`src/rtl/lab54_mavg.sv`:
```
// Moving-average filter: ring-buffer window of DEPTH unsigned samples, running sum and mean.
// Build option LAB54_MAVG_ROUND_EN selects round-half-up for the mean instead of truncation.
module lab54_mavg #(
    parameter int unsigned DATA_W = 8,
    parameter int unsigned DEPTH  = 8,
    localparam int unsigned SUM_W = DATA_W + $clog2(DEPTH)
) (
    input  logic              clk,
    input  logic              rst_n,
    input  logic              clr,
    input  logic              din_valid,
    input  logic [DATA_W-1:0] din,
    output logic              dout_valid,
    output logic [DATA_W-1:0] dout,
    output logic [SUM_W-1:0]  sum,
    output logic              full
);

    localparam int unsigned PTR_W  = $clog2(DEPTH);
    localparam int unsigned FILL_W = PTR_W + 1;
    localparam logic [FILL_W-1:0] FILL_MAX = FILL_W'(DEPTH);
`ifdef LAB54_MAVG_ROUND_EN
    localparam logic [SUM_W-1:0] RND_BIAS = SUM_W'(DEPTH / 2);
`else
    localparam logic [SUM_W-1:0] RND_BIAS = '0;
`endif

    logic [DATA_W-1:0] ring [DEPTH];
    logic [PTR_W-1:0]  wptr, wptr_n;
    logic [FILL_W-1:0] fill, fill_n;
    logic [SUM_W-1:0]  acc, acc_n;
    logic [SUM_W-1:0]  sum_n;
    logic [DATA_W-1:0] dout_n;
    logic              dout_valid_n;
    logic              full_n;
    logic              accept;

    // Next-state: oldest sample leaves the sum as the new one enters
    always_comb begin
        accept       = din_valid && !clr;
        wptr_n       = wptr;
        fill_n       = fill;
        acc_n        = acc;
        sum_n        = sum;
        dout_n       = dout;
        dout_valid_n = 1'b0;
        full_n       = full;
        if (accept) begin
            acc_n        = acc + SUM_W'(din) - SUM_W'(ring[wptr]);
            wptr_n       = wptr + PTR_W'(1);
            fill_n       = (fill == FILL_MAX) ? fill : fill + FILL_W'(1);
            sum_n        = acc_n;
            dout_n       = DATA_W'((acc_n + RND_BIAS) >> PTR_W);
            dout_valid_n = (fill_n == FILL_MAX);
            full_n       = (fill_n == FILL_MAX);
        end
    end

    // State and output registers; flush clears everything, including the window
    always_ff @(posedge clk or negedge rst_n) begin
        if (!rst_n) begin
            for (int i = 0; i < int'(DEPTH); i++) ring[i] <= '0;
            wptr       <= '0;
            fill       <= '0;
            acc        <= '0;
            sum        <= '0;
            dout       <= '0;
            dout_valid <= 1'b0;
            full       <= 1'b0;
        end else if (clr) begin
            for (int i = 0; i < int'(DEPTH); i++) ring[i] <= '0;
            wptr       <= '0;
            fill       <= '0;
            acc        <= '0;
            sum        <= '0;
            dout       <= '0;
            dout_valid <= 1'b0;
            full       <= 1'b0;
        end else begin
            if (accept) ring[wptr] <= din;
            wptr       <= wptr_n;
            fill       <= fill_n;
            acc        <= acc_n;
            sum        <= sum_n;
            dout       <= dout_n;
            dout_valid <= dout_valid_n;
            full       <= full_n;
        end
    end

endmodule

```
`config.mk`:
```
export PLATFORM = sky130hd
export DESIGN_NAME = lab54_mavg
export DESIGN_NICKNAME = d
export VERILOG_FILES = /design/src/rtl/lab54_mavg.sv
export SDC_FILE = /design/constraint.sdc
export NUM_CORES = 1
export LEC_CHECK = 0
export BUFFER_PORTS_ARGS = -buffer_cell sky130_fd_sc_hd__buf_2
export CORE_ASPECT_RATIO = 0.6
export CORE_MARGIN = 5
export CORE_UTILIZATION = 30
export CTS_BUF_LIST = sky130_fd_sc_hd__clkbuf_8
export CTS_CLUSTER_DIAMETER = 120
export DETAILED_ROUTE_END_ITERATION = 10
export PLACE_DENSITY_LB_ADDON = 0.25
export SLEW_MARGIN = 20
export SYNTH_ARGS = -nofsm -noshare
export SYNTH_HDL_FRONTEND = slang
export SYNTH_SLANG_ARGS = --single-unit
```
`constraint.sdc`:
```
create_clock -name clk -period 3.5 [get_ports clk]
set_input_delay 0.175 -clock clk [delete_from_list [all_inputs] [get_ports clk]]
set_output_delay 0.175 -clock clk [all_outputs]
set_load 0.005 [all_outputs]
```
# After elaboration in Yosys (flattened, before gate mapping)
# Index checks and enable logic that the tools add are counted.
[totals]
elab_cells = 48
latchBits = 0
reg_bits = 92
output_inout_bits = 21
ramBits = 0
memories = 0
in_bits = 12
rom_bits = 0
[op_classes]
bitwise = 1
div = 0
n_eq_ne = 2
shift = 0
order_cmp = 2
addsub = 4
n_mux = 21
mul = 0
reduce_logical = 4
[op_table]
columns = ["operator", "count"]
rows = [
  ["$mux W64", 2],
  ["$bwmux W64", 1],
  ["$mux W8", 5],
  ["$bmux W8 S3", 1],
  ["$demux W8 S3", 1],
  ["$mux W11", 2],
  ["$mux W4", 3],
  ["$add A11 B8 Y11", 1],
  ["$sub A11 B8 Y11", 1],
  ["$eq A4 B4 Y1 const B", 2],
  ["$mux W3", 2],
  ["$add A4 B1 Y4 const B", 1],
  ["$ge A4 B4 Y1 const B", 1],
  ["$lt A4 B1 Y1 const B", 1],
  ["$mux W1", 4],
  ["$not A3 Y4", 1],
  ["$add A3 B1 Y3 const B", 1],
  ["$logic_and A1 B1 Y1", 2],
  ["$reduce_bool A2 Y1", 1],
  ["$logic_not A1 Y1", 1],
]

# Logic depth before layout (Yosys ltp)
[depth]
depth_word = 8
depth_mapped = 17

# Worst setup path after synthesis
# OpenSTA, ideal clock, no wires.
[synth_path]
kind = "register to register"
startpoint = "register wptr[1]"
endpoint = "register dout[7]"
setup_ps = 125
required_ps = 3375
path_stages_with_launch = 15
arrival_time_ps = 3336
n_path_buf = 3
slack_ps = 40
period_less_slack_ps = 3460
path_cell_list = "dfrtp_1 buf_2 buf_2 clkbuf_1 nand3_1 o21ai_0 nand2_1 o221ai_1 fa_1 fa_1 nor2b_4 o31ai_2 a2111o_1 o211ai_1 mux2_2"
[synth_via]
elab_chain_len = 7
[synth_lines]
columns = ["item", "line_no", "text"]
rows = [
  ["start, declared", "29", "logic [PTR_W-1:0] wptr, wptr_n;"],
  ["start signal, assigned", "81", "wptr <= wptr_n;"],
  ["$not A3 Y4 (implied by the code)", "49", "acc_n = acc + SUM_W'(din) - SUM_W'(ring[wptr]);"],
  ["$bmux W8 S3", "49", ""],
  ["$mux W8 (implied by the code) (2 in series)", "49", ""],
  ["$sub A11 B8 Y11", "49", ""],
  ["$mux W8", "48", "if (accept) begin"],
  ["$mux W8", "70", "end else if (clr) begin"],
  ["end signal, assigned", "85", "dout <= dout_n;"],
  ["end, declared", "14", "output logic [DATA_W-1:0] dout,"],
]
# Every way passes these cells. The select of a mux whose other input is x is not followed.
# A chain may end at the register's enable or synchronous reset.

# Worst setup path after layout
# Same ends and word-level chain as after synthesis.

==> flow_metrics.tcl <==
set metrics [dict create \
    status "finished clean" \
    setup_ws_ns 0.00996 \
    drive_above_1_share_pct 18.1 \
    critPathLaunchType "flip-flop" \
    grt_util_met2_pct 21.0 \
    place_area_sq_um 5270 \
    via_per_inst 5.24 \
    die_h_microns 108 \
    grt_use_met1_pct 25.3 \
    timing_hold_violations_final 0 \
    fillers 1586 \
    ys_types 51 \
    layout_common_cells "nand2_1, dfrtp_1, a21oi_1, inv_1, buf_2" \
    pre_cts_slack_ns -0.0659 \
    first_pass_iters 5 \
    clk_root_buffer_cell "clkbuf_8" \
    arrival_ns 3.75 \
    fmax_ghz 0.287 \
    setup_violations 0 \
    clk_pin_slew_worst_paths_ns 0.09 \
    first_iter_violations 461 \
    pwr-share-clk_pct 26.4 \
    syn-num-nets 600 \
    insertion_delay_ns 0.37 \
    path_cells "buf_12 -> mux4_2 -> mux2_4 -> fa_1 -> inv_2 -> ha_4 -> o211a_1 -> o31ai_4 -> a2111o_1 -> o211ai_1 -> mux2_2" \
    p_sw_share_pct 34.8 \
    ant_nets 0 \
    synth_ff_type "dfrtp_1" \
    crit_required_ns 3.76 \
    pwr-share-comb_pct 38.7 \
    tns_ns 0 \
    cts_buffers 9 \
    peakVddDrop_mv 0.213 \
    place_congestion 0.866 \
    drv_cap 0 \
    synth_enable_flop_cells 0 \
    io_buffers 32 \
    grt_pass1_wl_microns 22900 \
    critical_path_class "flip-flop to flip-flop" \
    antenna_found_initial 0 \
    ys_ff_latch 84 \
    p_switching_mw 1.10 \
    syn_area_sq_um 4820 \
    io_pins 33 \
    grt_max_degree 85 \
    timing.hold.ws_ns 0.135 \
    avgSynthCellArea_sq_um 8.52 \
    leakage_nw 2.51 \
    final_common_cell "nand2_1" \
    vias 4254 \
    top_usage_layer "met1" \
    async_reset_ff_share_pct 100 \
    overflow 0 \
    finalCritPeriodShare_pct 99.7 \
    worst-path-max-fanout 5 \
    rsz0062_at_grt "yes" \
    clockBufferDepth 2 \
    area_growth_pct 17.3 \
    period_minus_slack_ns 3.49 \
    first_global_vias 4029 \
    power.internal_mw 2.06 \
    pwr_density_cell_nw_per_um2 557 \
    cts_tree "built" \
    seqPwrFrac_pct 34.9 \
    maxSlewViolCount 0 \
    die_w_microns 174 \
    tightestPinTransition_ns 0.921 \
    min_path_type "input pin to flip-flop" \
    met3_usage_pct 2.87 \
    antennaDiodeCount 0 \
    cts_max_level 3 \
    initial_core_util_pct 31.0 \
    coreArea_sq_um 15500 \
    wl_microns 14300 \
    yosys_warnings 0 \
    nNetsFinal 638 \
    finalClockSkew_ns 0.0115 \
    floorplan.die_area_sq_um 18800 \
    yosysSeqAreaShare_pct 43.6 \
    route.detailed.drc 0 \
    cpMaxStageDelayCell "fa_1" \
    design_area_sq_um 5660 \
    endpoint_kind "flip-flop" \
    slew_headroom_pct 38.4 \
    wire_per_inst_microns 17.6 \
    syn-instance-count 566 \
    track_usage_pct 15.6 \
    cts_num_sinks 84 \
    hpwlAfterDp_microns 10100 \
    cpPeakStageDelay_ns 0.54 \
    rows 35 \
]
-- critical path: cells and delay by family, from the launching register on --
kind                       cells  cell delay (ns)
adders and majority gates      2             0.80
AOI/OAI and AO/OA              4             0.78
muxes                          3             1.17
DFF                            1             0.45
buffers and inverters          2             0.20
-- power groups by stage --
| stage | Combinational [mW] | Clock [mW] | Sequential, mW |
|---|---|---|---|
| after global routing | 1.34 | 0.882 | 1.11 |
| after CTS | 1.14 | 0.847 | 1.10 |
| final | 1.22 | 0.833 | 1.10 |
| after floorplan | 0.792 | 0 | 1.10 |
| after detailed placement | 1.12 | 0 | 1.12 |
| after global placement | 1.11 | 0 | 1.11 |
-- kinds of logic (layout without fill, tap and decap cells) --
logic type / Yosys count / in the layout / synth area share, %
flip-flops: 84 / 84 / 43.6
buffers and inverters: 80 / 123 / 7.24
adder cells (fa/ha/maj): 22 / 22 / 6.95
multiplexers: 21 / 21 / 5.52
XOR/XNOR: 5 / 5 / 0.908
AO/OA/AOI/OAI: 131 / 131 / 16.5
AND/OR/NAND/NOR: 223 / 223 / 19.3
-- Yosys cell counts, types with 4 or more instances --
| cell | count | area, sq um |
|---|---|---|
| a21o_1 | 4 | 30.0 |
| a21oi_1 | 83 | 415 |
| a221oi_1 | 4 | 35.0 |
| a22oi_1 | 6 | 45.0 |
| buf_2 | 6 | 30.0 |
| buf_4 | 9 | 67.6 |
| clkbuf_1 | 21 | 78.8 |
| dfrtp_1 | 84 | 2100 |
| fa_1 | 8 | 160 |
| ha_1 | 14 | 175 |
| inv_1 | 39 | 146 |
| mux2_2 | 5 | 56.3 |
| mux2i_1 | 12 | 120 |
| mux4_2 | 4 | 90.1 |
| nand2_1 | 154 | 578 |
| nand3_1 | 10 | 50.1 |
| nand4_1 | 5 | 31.3 |
| nor2_1 | 30 | 113 |
| nor2b_1 | 5 | 31.3 |
| nor3_1 | 5 | 25.0 |
| o21ai_0 | 11 | 55.1 |
-- sequential cells by signal (all words and copies together), names as in the netlist --
name        flops
dout_valid      1
dout            8
full            1
ring           64
wptr            3
fill            4
acc             3
-- per-stage QoR --
step / total power [mW] / utilization [%] / cells
finish: 3.15 / 36.4 / 812
detailed placement: 2.24 / 33.9 / 789
global placement: 2.22 / 33.9 / 789
floorplan: 1.89 / - / 566
CTS: 3.09 / 35.5 / 805
global route: 3.34 / 36.4 / 812
-- area by class of cell --
type                       count  area [sq um]  area share, %
multi-input combinational    402          2450           43.3
sequential                    84          2100           37.2
timing repair buffer          67           469           8.29
tap                          203           254           4.49
inverter                      40           150           2.65
clock buffer                   9           124           2.19
clock inverter                 7           109           1.92
-- repair_timing --
item,4_1_cts,5_1_grt
hold buffers,0,1
pin swaps,0,6
buffers inserted,0,5
cloned,0,1
endpoints found under the setup margin,2,5
endpoints found under the hold margin,0,84
resized for setup,3,18
-- final timing paths --
path	startpoint	to	slack, ns	cells past startpoint
max in group asynchronous	rst_n	wptr[0]$_DFFE_PN0P_	2.48	2
max reg2reg	wptr[1]$_DFFE_PN0P_	dout[7]$_DFFE_PN0P_	0.01	11
min reg2reg	full$_DFFE_PN0P_	full$_DFFE_PN0P_	0.48	1
min	din[6]	ring[62]$_DFFE_PN0P_	0.13	3
max	wptr[1]$_DFFE_PN0P_	dout[7]$_DFFE_PN0P_	0.01	11
min in group asynchronous	rst_n	ring[56]$_DFFE_PN0P_	0.43	2
-- metal layers --
layer,vias to the layer above,routed length (microns)
li1,1964,-
met1,2112,7620
met2,171,5550
met3,7,1010
met4,0,83
met5,-,0
No activity file was read; power rests on OpenSTA's default activity.
